File: src/rtl/mem_access_ctrl.sv
// Access controller and DEPTH x DATA_W storage array with a 4-phase sel/valid
// handshake, a multi-cycle settle counter, early-release abort and range error.
module mem_access_ctrl #(
    parameter int unsigned ADDR_W     = 4,
    parameter int unsigned DATA_W     = 8,
    parameter int unsigned DEPTH      = 12,
    parameter int unsigned SETTLE_CYC = 2
) (
    input  logic              clk,
    input  logic              rst_n,
    input  logic              sel,
    input  logic              op,
    input  logic [ADDR_W-1:0] addr,
    input  logic [DATA_W-1:0] wdata,
    output logic              rw,
    output logic              valid,
    output logic              busy,
    output logic [DATA_W-1:0] rdata,
    output logic              err
);

    localparam int unsigned CNT_W = (SETTLE_CYC < 2) ? 1 : $clog2(SETTLE_CYC + 1);
    localparam logic [CNT_W-1:0] SETTLE_V = CNT_W'(SETTLE_CYC);
    localparam logic [CNT_W-1:0] CNT_ONE  = CNT_W'(1);

    typedef enum logic [1:0] {
        IDLE   = 2'd0,
        WRITE  = 2'd1,
        READ   = 2'd2,
        STABLE = 2'd3
    } state_t;

    state_t            state_q, state_d;
    logic [CNT_W-1:0]  cnt_q, cnt_d;
    logic              op_q, op_d;
    logic [ADDR_W-1:0] addr_q, addr_d;
    logic [DATA_W-1:0] wdata_q, wdata_d;
    logic [DATA_W-1:0] rdata_q, rdata_d;
    logic              err_q, err_d;
    logic              rw_q, rw_d;
    logic              valid_q, valid_d;
    logic              busy_q, busy_d;
    logic [DATA_W-1:0] mem_q [DEPTH];
    logic [DATA_W-1:0] mem_d [DEPTH];
    logic              in_range;

    // Out-of-range addresses are flagged, never wrapped, so every array
    // access below is guarded by in_range.
    assign in_range = (32'(addr_q) < DEPTH);

    always_comb begin
        state_d = state_q;
        cnt_d   = cnt_q;
        op_d    = op_q;
        addr_d  = addr_q;
        wdata_d = wdata_q;
        rdata_d = rdata_q;
        err_d   = err_q;
        mem_d   = mem_q;

        case (state_q)
            IDLE: begin
                err_d = 1'b0;
                if (sel) begin
                    op_d    = op;
                    addr_d  = addr;
                    wdata_d = wdata;
                    cnt_d   = CNT_ONE;
                    state_d = op ? WRITE : READ;
                end
            end
            WRITE, READ: begin
                if (!sel) begin
                    err_d   = 1'b0;
                    state_d = IDLE;
                end else if (cnt_q < SETTLE_V) begin
                    cnt_d = cnt_q + CNT_ONE;
                end else begin
                    err_d = !in_range;
                    if (state_q == WRITE) begin
                        if (in_range) begin
                            mem_d[addr_q] = wdata_q;
                        end
                    end else begin
                        rdata_d = in_range ? mem_q[addr_q] : '0;
                    end
                    state_d = STABLE;
                end
            end
            STABLE: begin
                if (!sel) begin
                    err_d   = 1'b0;
                    state_d = IDLE;
                end
            end
            default: state_d = IDLE;
        endcase

        // Status outputs are decoded from the next state so they are registered.
        busy_d  = (state_d == WRITE) || (state_d == READ);
        valid_d = (state_d == STABLE);
        rw_d    = (state_d == WRITE) || ((state_d == STABLE) && op_d);
    end

    always_ff @(posedge clk) begin
        if (!rst_n) begin
            state_q <= IDLE;
            cnt_q   <= '0;
            op_q    <= 1'b0;
            addr_q  <= '0;
            wdata_q <= '0;
            rdata_q <= '0;
            err_q   <= 1'b0;
            rw_q    <= 1'b0;
            valid_q <= 1'b0;
            busy_q  <= 1'b0;
            mem_q   <= '{default: '0};
        end else begin
            state_q <= state_d;
            cnt_q   <= cnt_d;
            op_q    <= op_d;
            addr_q  <= addr_d;
            wdata_q <= wdata_d;
            rdata_q <= rdata_d;
            err_q   <= err_d;
            rw_q    <= rw_d;
            valid_q <= valid_d;
            busy_q  <= busy_d;
            mem_q   <= mem_d;
        end
    end

    assign rw    = rw_q;
    assign valid = valid_q;
    assign busy  = busy_q;
    assign rdata = rdata_q;
    assign err   = err_q;

endmodule

File: config.mk
export PLATFORM = sky130hd
export DESIGN_NAME = mem_access_ctrl
export DESIGN_NICKNAME = d
export VERILOG_FILES = /design/src/rtl/mem_access_ctrl.sv
export SDC_FILE = /design/constraint.sdc
export NUM_CORES = 1
export LEC_CHECK = 0
export CELL_PAD_IN_SITES_DETAIL_PLACEMENT = 1
export CELL_PAD_IN_SITES_GLOBAL_PLACEMENT = 2
export CORE_ASPECT_RATIO = 0.6
export CORE_MARGIN = 8
export CORE_UTILIZATION = 40
export CTS_CLUSTER_SIZE = 16
export DETAILED_ROUTE_END_ITERATION = 10
export PLACE_DENSITY_LB_ADDON = 0.1
export RECOVER_POWER = 100
export SLEW_MARGIN = 20
export SYNTH_ARGS = -nofsm -noshare
export SYNTH_HDL_FRONTEND = slang
export SYNTH_SLANG_ARGS = --single-unit
File: constraint.sdc
create_clock -name clk -period 2.4 [get_ports clk]
set_input_delay 0.36 -clock clk [delete_from_list [all_inputs] [get_ports clk]]
set_output_delay 0.36 -clock clk [all_outputs]
set_load 0.005 [all_outputs]
==> run_results.csv <==
group,metric,value,unit
sta,max_freq,448,MHz
placement,dpl-instance-area,6430,um^2
setup_path,worstSetupStartpoint,"state_q[1]$_SDFF_PN0_",
global_route,grt_overflow_total,0,
floorplanning,num_rows,34,
sta,slew_violations,0,
global_route,grt_max_degree,68,
global_route,grt_pass1_vias,4454,
global_route,track_usage,16.9,%
pwr,leakagePower,2.33,nW
drt,detail_route.wl_per_cell,18.7,um
setup_path,r2r-start,"state_q[1]$_SDFF_PN0_",
sta,worstMarginPinSlew,734,ps
yosys,yosysSeqAreaShare,43.2,%
floorplanning,start_util,40.5,%
yosys,syn_area_per_cell,10.5,um^2
clock_network,post_cts_resized,1,
floorplanning,die_area,18700,um^2
yosys,synth.top_cell.area_share,43.2,%
pwr,powerDensity,718,nW/um^2
setup_path,critPathMaxFanout,10,
cells_and_area,layout-drive-gt1-share,13.4,%
drt,routed_wl,14900,um
global_route,antenna_found_initial,0,
setup_path,rrSetupSlack,170,ps
drt,vias_per_cell,5.11,
floorplanning,num_io_pins,28,
yosys,syn_area,5790,um^2
sta,finalHoldWorstSlack,503,ps
clock_network,cts_buffers,17,
clock_network,clock_latency,410,ps
placement,io_buffers,27,
sta,layout_worst_path_cycle_share,92.9,%
yosys,ys_types,39,
sta,rsz0062_at_grt,"no",
clock_network,cts_num_sinks,125,
pwr,vdd_ir_drop_max,0.331,mV
global_route,grt_pass1_wl,24200,um
sta,slew_headroom,51.0,%
setup_path,arrival,2530,ps
sta,skew,8.99,ps
clock_network,cts_root_buf,"clkbuf_16",
setup_path,endpoint,"mem_q[74]$_SDFFE_PN0P_",
setup_path,worst_r2r_endpoint,"mem_q[74]$_SDFFE_PN0P_",
cells_and_area,final_area,7000,um^2
sta,finalCriticalPeriod,2230,ps
sta,hold_viol_final,0,
yosys,syn_nets,575,
cells_and_area,fill_cells,1553,
worst_hold_path,hp-class,"in -> reg",
cells_and_area,nets,608,
yosys,netlist_instances,553,
drt,antenna_left,0,
cells_and_area,final_util,49.0,%
setup_path,setup.worst_path.end_class,"flip-flop",
setup_path,worstRegToRegCells,8,
setup_path,worstPathRequired,2700,ps
drt,vias,4073,
cells_and_area,diodes,0,
yosys,ys_warn_count,0,
drt,drc,0,
setup_path,critPathKind,"reg -> reg",
floorplanning,fp.dieW,171,um
yosys,yosys.area.top_type,"dfxtp_1",
flow_run,drv_cap,0,
outcome,status,"completed",
yosys,ys_ff_latch,125,
sta,setup_viol,0,
yosys,synth_area_leaders,"dfxtp_1 (43%), mux2i_1 (22%), nor2b_1 (11%)",
placement,dpl.hpwl,10300,um
clock_network,clk_pin_slew_worst_paths,60,ps
drt,drt_iter0_markers,150,
clock_network,post_cts_buffers,0,
clock_network,ctsLongestPathBuffers,2,
placement,gp_congestion,0.766,
drt,firstDrtPassIters,5,
cells_and_area,syn2layout_area_growth,21.0,%
floorplanning,die_h,109,um
clock_network,htreeDepth,4,
clock_network,cts_tree,"done",
floorplanning,core,14300,um^2
clock_network,hold_buffers,0,
setup_path,cp-start-kind,"flip-flop",
## cells by family (layout without fill, tap and decap cells)
logic type,count (synthesis),after routing,share of synthesized area [%]
buffers and inverters,58,104,4.04
multiplexers,138,138,25.6
flip-flops,125,125,43.2
AO/OA/AOI/OAI,52,52,6.46
AND/OR/NAND/NOR,174,174,19.3
adder cells (fa/ha/maj),6,6,1.30
## state kept, by name, summed over array words and instances, names as in the netlist
name     count
err          1
valid        1
rdata        8
busy         1
rw           1
state_q      2
addr_q       4
wdata_q      8
cnt_q        2
op_q         1
mem_q       96
## routing by layer
layer	vias up	GRT usage [%]	wire length, um
met4	0	5.19	112
li1	1983	-	-
met3	12	3.47	347
met5	-	0	0
met1	2040	22.5	7720
met2	38	27.3	6700
## worst max-delay path: stages, from the launching register on
cell and delay [ps]:
dfxtp_1 380, inv_1 110, ha_2 480, nand4b_4 130, buf_4 190, nor3_1 270
buf_4 260, mux2i_1 220, nor2b_1 70
## through the flow
step / total power (W) / worst slack (ps) / TNS, ps / cells
4_1_cts: 0.00507 / -13.0 / -14.1 / 797
5_1_grt: 0.00521 / 36.5 / 0 / 797
2_1_floorplan: 0.00238 / 276 / 0 / 553
3_3_place_gp: 0.00249 / 63.3 / 0 / 765
6_report: 0.00502 / 170 / 0 / 797
3_5_place_dp: 0.00250 / -33.8 / -33.8 / 765
## final cells by class
| cell class | instances | area [um^2] | area share, % |
|---|---|---|---|
| Multi-Input combinational cell | 370 | 3030 | 43.3 |
| Sequential cell | 125 | 2500 | 35.8 |
| Timing Repair Buffer | 53 | 556 | 7.93 |
| Clock buffer | 19 | 453 | 6.47 |
| Tap cell | 198 | 248 | 3.54 |
| Clock inverter | 13 | 140 | 2.00 |
| Inverter | 19 | 71.3 | 1.02 |
## Yosys cell counts
library cell,instances
nand4_1,1
buf_1,3
a21boi_0,12
dfxtp_1,125
or4_1,1
nand4b_2,1
buf_4,3
o21ai_1,1
o21ai_0,5
nand3_1,8
nor3b_2,1
and3_1,1
nor3_2,6
mux2_2,1
nor2_1,2
a21oi_1,3
nand4b_4,1
nor4_4,2
o22ai_1,1
a31oi_1,2
nor3_4,3
nor4bb_1,1
o31ai_1,1
ha_1,6
nand2b_1,5
inv_1,19
a31o_2,1
nand3b_1,1
a22oi_1,15
o221ai_1,7
o21a_1,2
and2_1,4
nand2_1,30
buf_2,4
clkbuf_1,29
nor2b_1,106
mux2i_1,129
a211oi_1,2
mux4_2,8
## worst min path at each step
stage | start | to | slack (ps) | depth (start not counted)
6_report | wdata[7] | wdata_q[7]$_SDFFE_PN0P_ | 500 | 3
5_1_grt | addr[2] | addr_q[2]$_SDFFE_PN0P_ | 530 | 3
4_1_cts | wdata[7] | wdata_q[7]$_SDFFE_PN0P_ | 500 | 3
3_5_place_dp | mem_q[27]$_SDFFE_PN0P_ | mem_q[27]$_SDFFE_PN0P_ | 510 | 2
3_3_place_gp | mem_q[17]$_SDFFE_PN0P_ | mem_q[17]$_SDFFE_PN0P_ | 490 | 2
2_1_floorplan | mem_q[78]$_SDFFE_PN0P_ | mem_q[78]$_SDFFE_PN0P_ | 470 | 2
## cell usage in the layout (no fill, tap or decap), drive strengths merged, types with 9 or more instances in the layout
master | netlist | final
nor2b | 106 | 106
nand2 | 30 | 30
nor3 | 9 | 9
mux2i | 129 | 129
clkbuf | 29 | 21
a21boi | 12 | 12
a22oi | 15 | 15
dlygate4sd3 | 0 | 13
buf | 10 | 25
dfxtp | 125 | 125
inv | 19 | 21
clkdlybuf4s50 | 0 | 13
## power by group
group / internal [W] / total, W / switching, W
clock network: 0.00159 / 0.00257 / 0.000989
logic: 0.000138 / 0.000293 / 0.000155
registers: 0.00210 / 0.00216 / 0.0000579
(Power assumes the default switching activity.)
